--- src/rtl/audio_serial_tx.sv ---
// ---------------------------------------------------------------------------
// audio_serial_tx
//
// Output-side serializer for the audio path. It takes 32-bit stereo samples
// (left in [31:16], right in [15:0]) over a valid/ready handshake. It shifts
// each sample out MSB-first on a left-justified serial link (bclk, lrclk,
// sdata) towards the DAC.
//
// One hold register (with a full flag) decouples the handshake from the
// serial frame timing. A sample accepted at any point during a frame is
// picked up at the next frame boundary. If no sample is held when a frame
// starts, that frame carries silence and underrun pulses.
//
// Ports:
//   clk           system clock, the only clock in the block
//   n_rst         asynchronous, active-low reset
//   tx_en         transmitter enable (level)
//   sample_valid  sample_data is valid
//   sample_data   stereo sample: [31:16] left, [15:0] right
//   sample_ready  hold register empty, a sample can be accepted
//   bclk          serial bit clock, period = 2*BCLK_DIV clk
//   lrclk         channel select: 0 = left half, 1 = right half
//   sdata         serial data, changes only when bclk falls (or on a load)
//   underrun      one-clk pulse when a frame starts with no sample held
//   busy          high whenever the transmitter is not idle
// ---------------------------------------------------------------------------
module audio_serial_tx #(
  parameter int DATA_WIDTH = 32,
  parameter int BCLK_DIV   = 4
) (
  input  logic                  clk,
  input  logic                  n_rst,
  input  logic                  tx_en,
  input  logic                  sample_valid,
  input  logic [DATA_WIDTH-1:0] sample_data,
  output logic                  sample_ready,
  output logic                  bclk,
  output logic                  lrclk,
  output logic                  sdata,
  output logic                  underrun,
  output logic                  busy
);

  localparam int DIV_W = (BCLK_DIV > 1) ? $clog2(BCLK_DIV) : 1;
  localparam int BIT_W = $clog2(DATA_WIDTH);
  localparam logic [DIV_W-1:0] DIV_LAST = DIV_W'(BCLK_DIV - 1);
  localparam logic [BIT_W-1:0] BIT_LAST = BIT_W'(DATA_WIDTH - 1);

  typedef enum logic [1:0] {
    ST_IDLE = 2'd0,
    ST_RUN  = 2'd1,
    ST_STOP = 2'd2
  } state_t;

  state_t                state_reg;
  state_t                state_next;
  logic [DATA_WIDTH-1:0] hold_reg;
  logic                  full_reg;
  logic [DATA_WIDTH-1:0] shift_reg;
  logic [DIV_W-1:0]      div_cnt_reg;
  logic [BIT_W-1:0]      bit_cnt_reg;
  logic                  bclk_reg;
  logic                  underrun_reg;

  logic div_wrap;
  logic fall_evt;
  logic frame_end;
  logic load_evt;
  logic accept;

  // Handshake: ready depends only on the full flag, so acceptance never
  // depends on tx_en or on the serializer state.
  assign sample_ready = !full_reg;
  assign accept       = sample_valid && !full_reg;

  // ------------------------------------------------------------------------
  // Next-state logic. A load happens either when leaving IDLE or at a frame
  // boundary while still running with tx_en high. This keeps frames
  // back-to-back with no bclk gap.
  // ------------------------------------------------------------------------
  always_comb begin
    div_wrap   = (state_reg != ST_IDLE) && (div_cnt_reg == DIV_LAST);
    fall_evt   = div_wrap && bclk_reg;
    frame_end  = fall_evt && (bit_cnt_reg == BIT_LAST);
    load_evt   = 1'b0;
    state_next = state_reg;

    case (state_reg)
      ST_IDLE: begin
        if (tx_en) begin
          load_evt   = 1'b1;
          state_next = ST_RUN;
        end
      end
      ST_RUN: begin
        if (frame_end) begin
          if (tx_en) begin
            load_evt = 1'b1;
          end else begin
            state_next = ST_IDLE;
          end
        end else if (!tx_en) begin
          state_next = ST_STOP;
        end
      end
      ST_STOP: begin
        // The current frame always completes. Re-enabling before the boundary
        // simply resumes RUN; the divider keeps going, so bclk has no glitch.
        if (frame_end) begin
          state_next = ST_IDLE;
        end else if (tx_en) begin
          state_next = ST_RUN;
        end
      end
      default: state_next = ST_IDLE;
    endcase
  end

  always_ff @(posedge clk or negedge n_rst) begin
    if (!n_rst) begin
      state_reg <= ST_IDLE;
    end else begin
      state_reg <= state_next;
    end
  end

  // Hold register. Accept only fires while empty and the load only drains
  // while full, so the two can never collide on one edge.
  always_ff @(posedge clk or negedge n_rst) begin
    if (!n_rst) begin
      hold_reg <= '0;
      full_reg <= 1'b0;
    end else if (accept) begin
      hold_reg <= sample_data;
      full_reg <= 1'b1;
    end else if (load_evt && full_reg) begin
      full_reg <= 1'b0;
    end
  end

  // Serial datapath: bclk divider, bit counter and output shifter.
  always_ff @(posedge clk or negedge n_rst) begin
    if (!n_rst) begin
      shift_reg    <= '0;
      div_cnt_reg  <= '0;
      bit_cnt_reg  <= '0;
      bclk_reg     <= 1'b0;
      underrun_reg <= 1'b0;
    end else begin
      underrun_reg <= 1'b0;
      if (load_evt) begin
        shift_reg    <= full_reg ? hold_reg : '0;
        underrun_reg <= !full_reg;
        div_cnt_reg  <= '0;
        bit_cnt_reg  <= '0;
        bclk_reg     <= 1'b0;
      end else if (state_reg == ST_IDLE) begin
        shift_reg   <= '0;
        div_cnt_reg <= '0;
        bit_cnt_reg <= '0;
        bclk_reg    <= 1'b0;
      end else if (div_wrap) begin
        div_cnt_reg <= '0;
        bclk_reg    <= !bclk_reg;
        if (fall_evt) begin
          if (frame_end) begin
            // Boundary without a reload: we are heading to IDLE, so park
            // sdata and lrclk low right away.
            shift_reg   <= '0;
            bit_cnt_reg <= '0;
          end else begin
            bit_cnt_reg <= bit_cnt_reg + 1'b1;
            shift_reg   <= {shift_reg[DATA_WIDTH-2:0], 1'b0};
          end
        end
      end else begin
        div_cnt_reg <= div_cnt_reg + 1'b1;
      end
    end
  end

  // The top bit of the bit counter flips exactly when the right-channel MSB
  // is shifted in, so lrclk lines up with each channel's MSB.
  assign bclk     = bclk_reg;
  assign sdata    = shift_reg[DATA_WIDTH-1];
  assign lrclk    = bit_cnt_reg[BIT_W-1];
  assign underrun = underrun_reg;
  assign busy     = (state_reg != ST_IDLE);

endmodule

--- config.mk ---
export PLATFORM = sky130hd
export DESIGN_NAME = audio_serial_tx
export DESIGN_NICKNAME = d
export VERILOG_FILES = /design/src/rtl/audio_serial_tx.sv
export SDC_FILE = /design/constraint.sdc
export NUM_CORES = 1
export LEC_CHECK = 0
export BUFFER_PORTS_ARGS = -buffer_cell sky130_fd_sc_hd__buf_2
export CORE_MARGIN = 4
export CORE_UTILIZATION = 57
export CTS_BUF_LIST = sky130_fd_sc_hd__clkbuf_8 sky130_fd_sc_hd__clkbuf_16
export CTS_CLUSTER_DIAMETER = 100
export DETAILED_ROUTE_END_ITERATION = 10
export PLACE_DENSITY = 0.79
export SLEW_MARGIN = 40
export SYNTH_ARGS = -nofsm -noshare
export SYNTH_HDL_FRONTEND = slang
export SYNTH_SLANG_ARGS = --single-unit
--- constraint.sdc ---
create_clock -name clk -period 2.8 [get_ports clk]
set_clock_uncertainty 0.1 [all_clocks]
set_input_delay 0.28 -clock clk [delete_from_list [all_inputs] [get_ports clk]]
set_output_delay 0.28 -clock clk [all_outputs]
set_load 0.02 [all_outputs]
# [Yosys cells after proc, flatten, opt, wreduce, memory -nomap -nowiden]
# Cells that the tools add are included.
[word_totals] reg_bits=76 in_bits=36 elab_cells=57
[classes] n_addsub=2 n_mux=29 eq_ne=5 n_reduce_logical=13
[ops] cell="$mux W32" n=6
[ops] cell="$mux W5" n=5
[ops] cell="$mux W2" n=8
[ops] cell="$mux W1" n=8
[ops] cell="$pmux W2 S3" n=1
[ops] cell="$reduce_bool A3 Y1" n=2
[ops] cell="$add A5 B1 Y5 const B" n=1
[ops] cell="$eq A5 B5 Y1 const B" n=1
[ops] cell="$logic_and A1 B1 Y1" n=5
[ops] cell="$eq A2 B2 Y1 const B" n=2
[ops] cell="$reduce_bool A2 Y1" n=2
[ops] cell="$add A2 B1 Y2 const B" n=1
[ops] cell="$eq A2 B1 Y1 const B" n=1
[ops] cell="$logic_not A1 Y1" n=2
[ops] cell="$logic_not A2 Y1" n=1
[ops] cell="$ne A2 B2 Y1 const B" n=1
[ops] cell="$pmux W1 S2" n=1
[ops] cell="$reduce_and A2 Y1" n=1

# [Longest topological paths before layout]
# Gate-level depths: netlist (run 1).
[logic_depth] ltp_word=9 depth_mapped=8 depth_no_buf=6

# [Worst setup path after synthesis (run 1)]
# OpenSTA, ideal clock, no wires.
[synth_timing] path_type="register to register" start="reg bit_cnt_reg[0]" end="reg shift_reg[10]" path_stages_with_launch=9 path_buffers=2 path_slack_ps=819 required_time_ps=2574 arrival_time_ps=1755 path_cell_list="dfrtp_1 -> ha_1 -> and3_1 -> ha_1 -> buf_4 -> nand3_4 -> a211oi_4 -> buf_6 -> a221o_1"
[synth_via] elab_chain_cells=7
[synth_lines] item="from (decl)" line="61" rtl="logic [BIT_W-1:0] bit_cnt_reg;"
[synth_lines] item="from (signal assigned)" line="172" rtl="bit_cnt_reg <= bit_cnt_reg + 1'b1;"
[synth_lines] item="$eq A5 B5 Y1 *" line="84" rtl="frame_end = fall_evt && (bit_cnt_reg == BIT_LAST);"
[synth_lines] item="$logic_and A1 B1 Y1 *" line="84"
[synth_lines] item="$mux W32" line="166" rtl="if (frame_end) begin"
[synth_lines] item="$mux W32" line="165" rtl="if (fall_evt) begin"
[synth_lines] item="$mux W32" line="162" rtl="end else if (div_wrap) begin"
[synth_lines] item="$mux W32" line="157" rtl="end else if (state_reg == ST_IDLE) begin"
[synth_lines] item="$mux W32" line="151" rtl="if (load_evt) begin"
[synth_lines] item="to (signal assigned)" line="152" rtl="shift_reg <= full_reg ? hold_reg : '0;"
[synth_lines] item="to (signal assigned)" line="173" rtl="shift_reg <= {shift_reg[DATA_WIDTH-2:0], 1'b0};"
[synth_lines] item="to (decl)" line="59" rtl="logic [DATA_WIDTH-1:0] shift_reg;"
# Every way passes the cells marked *; elsewhere a longest branch is shown, timed or not. The select of a mux whose other input is x is not followed.
# A chain may end at the register's enable or synchronous reset.

# [Final worst setup path (run 1)]
[layout_timing] start="reg bit_cnt_reg[0]" end="reg shift_reg[4]"
# The elaborated chain is that of the path after synthesis.

==> results.toml, run 1 <==
[outcome]
status = "finished, final reports clean"

[worst_setup_path]
cp-start-kind = "register"
r2r_setup_slack_ns = 0.49
r2r_cells = 7
endpoint_kind = "register"
slowest_delay_ns = 0.41
cp_slowest_cell = "dfrtp_1"
crit_top_cell = "ha_1"
critical_path.cell_chain = "ha_1, and3_1, ha_1, nand3_4, a211oi_4, buf_4, a221o_1"
crit_type = "reg -> reg"
cp_data_arrival_time_ns = 2.48
critPathBufInv = 1
required_ns = 2.97
r2r_start = "bit_cnt_reg[0]"
crit_family = "adder cells"
crit_path_max_fanout = 33
r2r-end = "shift_reg[4]"

[pwr]
leakagePower_nw = 1.70
power_density_nw_per_um2 = 821
vdd_ir_drop_max_mv = 0.420
total_power_mw = 3.02

[sta]
worst_slack_ns = 0.492
tightest_slew_ns = 0.673
finalCritPeriodShare_pct = 82.4
fin_crit_ns = 2.31
slew_violations = 0
setup_viol = 0
maxSlewHeadroom_pct = 55.0
final_hold_viol_count = 0
rsz0062_at_grt = "no"
fin_hold_ws_ns = 0.0526
tns_ns = 0
max_freq_ghz = 0.433

[cts]
cts_buffers = 9
cts_buffer_depth = 2
cts_tree = "built"
cts_root_buf = "clkbuf_8"
path_clk_slew_ns = 0.07
cts_sinks = 76
h-tree-depth = 3
clock_latency_ns = 0.34

[cells_and_area]
num_antenna_cells = 0
fin_util_pct = 66.8
nFillCells = 422
area_growth_pct = 14.2
fin_cells = 349
fin_area_um2 = 3680
drive_gt1_share_pct = 35.0
fin_nets = 313

[detailed_routing]
finalWirelength_um = 5670
drt-initial-drc-count = 157
vias = 2017
wl_per_cell_um = 16.2
drtAntennaViolNets = 0
via_per_inst = 5.78
drc = 0
drt-pass1-iter-count = 4

[global_routing]
grtUsageTotal_pct = 17.4
grt-ovfl-total = 0
grt_antenna_before_repair = 0
grt_pass1_vias = 1998
grt_max_degree = 77
grt_pass1_wl_um = 9640

[placed_design]
place_inst = 334
io_buffers = 41
placed_cell_area_um2 = 3480
dp_slack_ns = 0.529
place_congestion = 0.749
hpwl_um = 3640

[floorplan]
die-area_um2 = 6910
die_w_um = 83.1
ios = 42
core_region_area_um2 = 5510
die_y_um = 83.1
start_util_pct = 58.4
rows = 27

[flow_run]
cap_violations = 0

[worst_hold_path]
min_delay_worst_endpoint = "hold_reg[6]"
min_from = "sample_data[6]"
whs_path_depth = 2
hold_path.class = "in -> reg"

[synthesis]
yosysUniqueCellTypes = 36
syn-num-nets = 273
synth.avg_cell_area_um2 = 13.8
syn_inst = 234
ys_seq_elements = 76
syn_area_um2 = 3220
yosys_warnings = 0
synth_seq_area_share_pct = 59.1
## cell usage after synthesis, drive strengths merged
library cell | instances | area, um^2
nand3 | 2 | 22.5
a2bb2oi | 1 | 15.0
and3b | 1 | 8.76
nor2 | 6 | 25.0
a31oi | 1 | 6.26
a221o | 31 | 310
xnor2 | 2 | 17.5
inv | 2 | 7.50
nor3 | 3 | 20.0
o21ai | 5 | 25.0
clkbuf | 4 | 15.0
or4 | 1 | 7.51
nand2b | 1 | 13.8
ha | 3 | 37.5
or4b | 1 | 10.0
dfrtp | 76 | 1900
a211oi | 2 | 27.5
nand3b | 1 | 7.51
a21oi | 5 | 25.0
a22o | 1 | 8.76
and2 | 31 | 194
mux2 | 32 | 360
nand2 | 1 | 6.26
nor2b | 2 | 12.5
and3 | 3 | 18.8
nand4 | 2 | 12.5
buf | 13 | 91.3
mux2i | 1 | 10.0
## where the power goes
group / internal [mW] / switching, mW
Sequential: 1.42 / 0.210
Combinational: 0.341 / 0.237
Clock: 0.446 / 0.364
## final cells by class
type / instances / area, um^2 / area share, %
tap: 72 / 90.1 / 2.45
clock inverter: 3 / 38.8 / 1.06
timing repair buffer: 46 / 264 / 7.18
clock buffer: 11 / 151 / 4.12
multi-input combinational: 139 / 1220 / 33.3
sequential: 76 / 1900 / 51.7
inverter: 2 / 7.51 / 0.204
## worst max path at each step
stage	start	depth (start not counted)	slack (ns)	endpoint
2_1_floorplan	bit_cnt_reg[0]	8	0.82	shift_reg[10]
3_3_place_gp	bit_cnt_reg[0]	7	0.61	shift_reg[20]
3_5_place_dp	bit_cnt_reg[0]	7	0.53	shift_reg[2]
4_1_cts	bit_cnt_reg[0]	7	0.50	shift_reg[19]
5_1_grt	bit_cnt_reg[0]	7	0.32	shift_reg[4]
6_report	bit_cnt_reg[0]	7	0.49	shift_reg[4]
## repair_timing
action	4_1_cts	5_1_grt
gates resized for setup	0	0
hold buffers	1	0
setup buffers	0	0
endpoints found under the hold margin	76	0
## metal layers
| layer | share of wire, % | vias to the layer above | GRT usage, % |
|---|---|---|---|
| met5 | 0 | - | 0 |
| li1 | - | 940 | - |
| met2 | 48 | 52 | 25.4 |
| met1 | 47 | 1019 | 24.6 |
| met3 | 4.4 | 6 | 4.56 |
| met4 | 1.1 | 0 | 7.58 |
## placed cells by master, fill, tap and decap left out, types with 2 or more instances in the layout
| cell | instances |
|---|---|
| mux2_1 | 2 |
| and2_1 | 31 |
| nor3_1 | 2 |
| nand4_1 | 2 |
| clkbuf_8 | 11 |
| nor2_1 | 5 |
| inv_1 | 2 |
| o21ai_0 | 5 |
| buf_4 | 3 |
| dfrtp_1 | 76 |
| xnor2_1 | 2 |
| mux2_2 | 30 |
| a21oi_1 | 5 |
| and3_1 | 3 |
| buf_2 | 40 |
| ha_1 | 3 |
| a221o_1 | 31 |
## cell families after synthesis
logic type               count (synthesis)  share of synthesized area, %
AO/OA/AOI/OAI                           46                          13.0
XOR/XNOR                                 2                         0.544
adder cells (fa/ha/maj)                  3                          1.17
buffers and inverters                   19                          3.54
flip-flops                              76                          59.1
multiplexers                            33                          11.5
AND/OR/NAND/NOR                         55                          11.2
(Power assumes the default switching activity.)
==> run 2: changes to the inputs <==
Settings changed: ABC_AREA set to 1, CORE_UTILIZATION 57 to 58.
Clock period 2.8 ns to 2.3 ns, I/O delays scaled along.
==> results.toml, run 2 <==
[cts]
clock_latency_ns = 0.35
h-tree-depth = 3
cts_tree = "built"
cts_buffers = 9
cts_buffer_depth = 2
path_clk_slew_ns = 0.08
cts_sinks = 76
postCtsSetupBuffers = 0
cts_root_buf = "clkbuf_8"

[cells_and_area]
fin_area_um2 = 4320
final_cell_mix = "nand2_1, dfrtp_1, nand3_1, inv_1, buf_2"
num_antenna_cells = 0
area_growth_pct = 13.1
mostFrequentLayoutCell = "nand2_1"
drive_gt1_share_pct = 21.7
fin_nets = 522
fin_cells = 565

[synthesis]
syn_inst = 452
postSynth.asyncResetShare_pct = 100
yosys.area.top_type = "dfrtp_1"
syn_area_um2 = 3820
ys_seq_elements = 76
synth.avg_cell_area_um2 = 8.46
synth_seq_area_share_pct = 49.7
synth_commonest_cells = "nand2_1, dfrtp_1, nand3_1, inv_1, nand4_1"
yosys_warnings = 0
synthTopCellsByArea = "dfrtp_1, nand2_1, mux2_2, nand3_1, nand4_1"
ys.flop_type = "dfrtp_1"
synth-edff-count = 0
syn-num-nets = 491
post-synth-top-count-cell = "nand2_1"
synth_top_area_share_pct = 49.7
yosysUniqueCellTypes = 22

[placed_design]
place_inst = 548
io_buffers = 41
place_congestion = 0.817
dp_slack_ns = 0.338
hpwl_um = 5160
placed_cell_area_um2 = 4080

[floorplan]
die_w_um = 89.2
ios = 42
die-area_um2 = 7960
core_region_area_um2 = 6390
start_util_pct = 59.9
die_y_um = 89.2
rows = 29

[detailed_routing]
vias = 3180
drt-pass1-iter-count = 5
drt-initial-drc-count = 313
drtAntennaViolNets = 0
via_per_inst = 5.63
drc = 0
finalWirelength_um = 8640
wl_per_cell_um = 15.3

[worst_setup_path]
r2r_cells = 11
cp_data_arrival_time_ns = 1.82
crit_type = "reg -> out"
endpoint_kind = "primary output"
cp-start-kind = "register"
crit_path_max_fanout = 48
required_ns = 1.97

[sta]
final_hold_viol_count = 0
tns_ns = 0
maxSlewHeadroom_pct = 63.6
max_freq_ghz = 0.464
tightest_slew_ns = 0.546
finalCritPeriodShare_pct = 93.6
rsz0062_at_grt = "no"
setup_viol = 0
slew_violations = 0
fin_crit_ns = 2.15
worst_slack_ns = 0.147

[pwr]
leakagePower_nw = 2.46
power_density_nw_per_um2 = 1170
vdd_ir_drop_max_mv = 0.813

[worst_hold_path]
whs_path_depth = 2
hold_path.class = "in -> reg"

[flow_run]
cap_violations = 0

[global_routing]
grtUsageTotal_pct = 24.1
grt_max_degree = 49
grt-ovfl-total = 0
grt_pass1_vias = 3029
grt_antenna_before_repair = 0
grt_pass1_wl_um = 14800

[outcome]
status = "finished, final reports clean"
[run 2: path summary, 6_finish.rpt]
| check | startpoint | end | slack, ns |
|---|---|---|---|
| max in group asynchronous | n_rst | hold_reg[28] | 1.21 |
| hold reg to reg | div_cnt_reg[0] | div_cnt_reg[0] | 0.36 |
| hold / removal | sample_data[4] | hold_reg[4] | 0.008 |
| setup / recovery | state_reg[0] | busy | 0.15 |
| min in group asynchronous | n_rst | bclk | 0.31 |
| setup reg to reg | bit_cnt_reg[1] | shift_reg[14] | 0.31 |
[run 2: what timing repair did]
item	CTS	global route
resized for setup	0	0
hold buffers	1	0
endpoints found under the hold margin	40	0
[run 2: final cells by class]
type,instances,area (um^2)
fillers,503,2060
flip-flops and latches,76,1900
multi-input cells,299,1600
repair buffers,55,328
clock buffers,12,165
inverters,42,158
well taps,77,96.3
clock inverters,4,71.3
[run 2: logic make-up (layout without fill, tap and decap cells)]
kind of cell    count (synthesis)  count (layout)  synth area share [%]
compound gates                  6               6                 0.981
xor+xnor                        2               2                 0.458
fa+ha+maj                       3               3                 0.981
buf+inv                        77             113                  8.34
flops                          76              76                  49.7
mux                            32              32                  9.42
simple gates                  256             256                  30.1
[run 2: through the flow]
step	total power, mW	hold slack [ns]	util, %
floorplan	3.43	-0.166	-
global placement	3.76	0.150	63.9
detailed placement	3.85	0.154	63.9
CTS	5.08	0.000435	67.7
global route	5.42	0.000268	67.7
finish	5.06	0.00795	67.7
[run 2: worst max-delay path, stage by stage (launching register included)]
cell,delay (ns)
dfrtp_1,0.41
inv_2,0.08
nand2_4,0.23
buf_4,0.47
buf_2,0.25
[run 2: per-layer routing]
layer / GRT usage (%) / share of wire (%) / up-vias
met5: 0 / 0 / -
met4: 7.58 / 1.5 / 0
met3: 5.25 / 6.2 / 13
met2: 36.6 / 48 / 125
met1: 34.7 / 44 / 1501
li1: - / - / 1541
[run 2: report_power, final]
group	switching, mW	leakage (nW)	total [mW]	internal [mW]
logic	0.930	1.38	1.64	0.714
registers	0.329	0.964	2.23	1.90
clock network	0.490	0.120	1.19	0.697
total	1.75	2.46	5.06	3.31
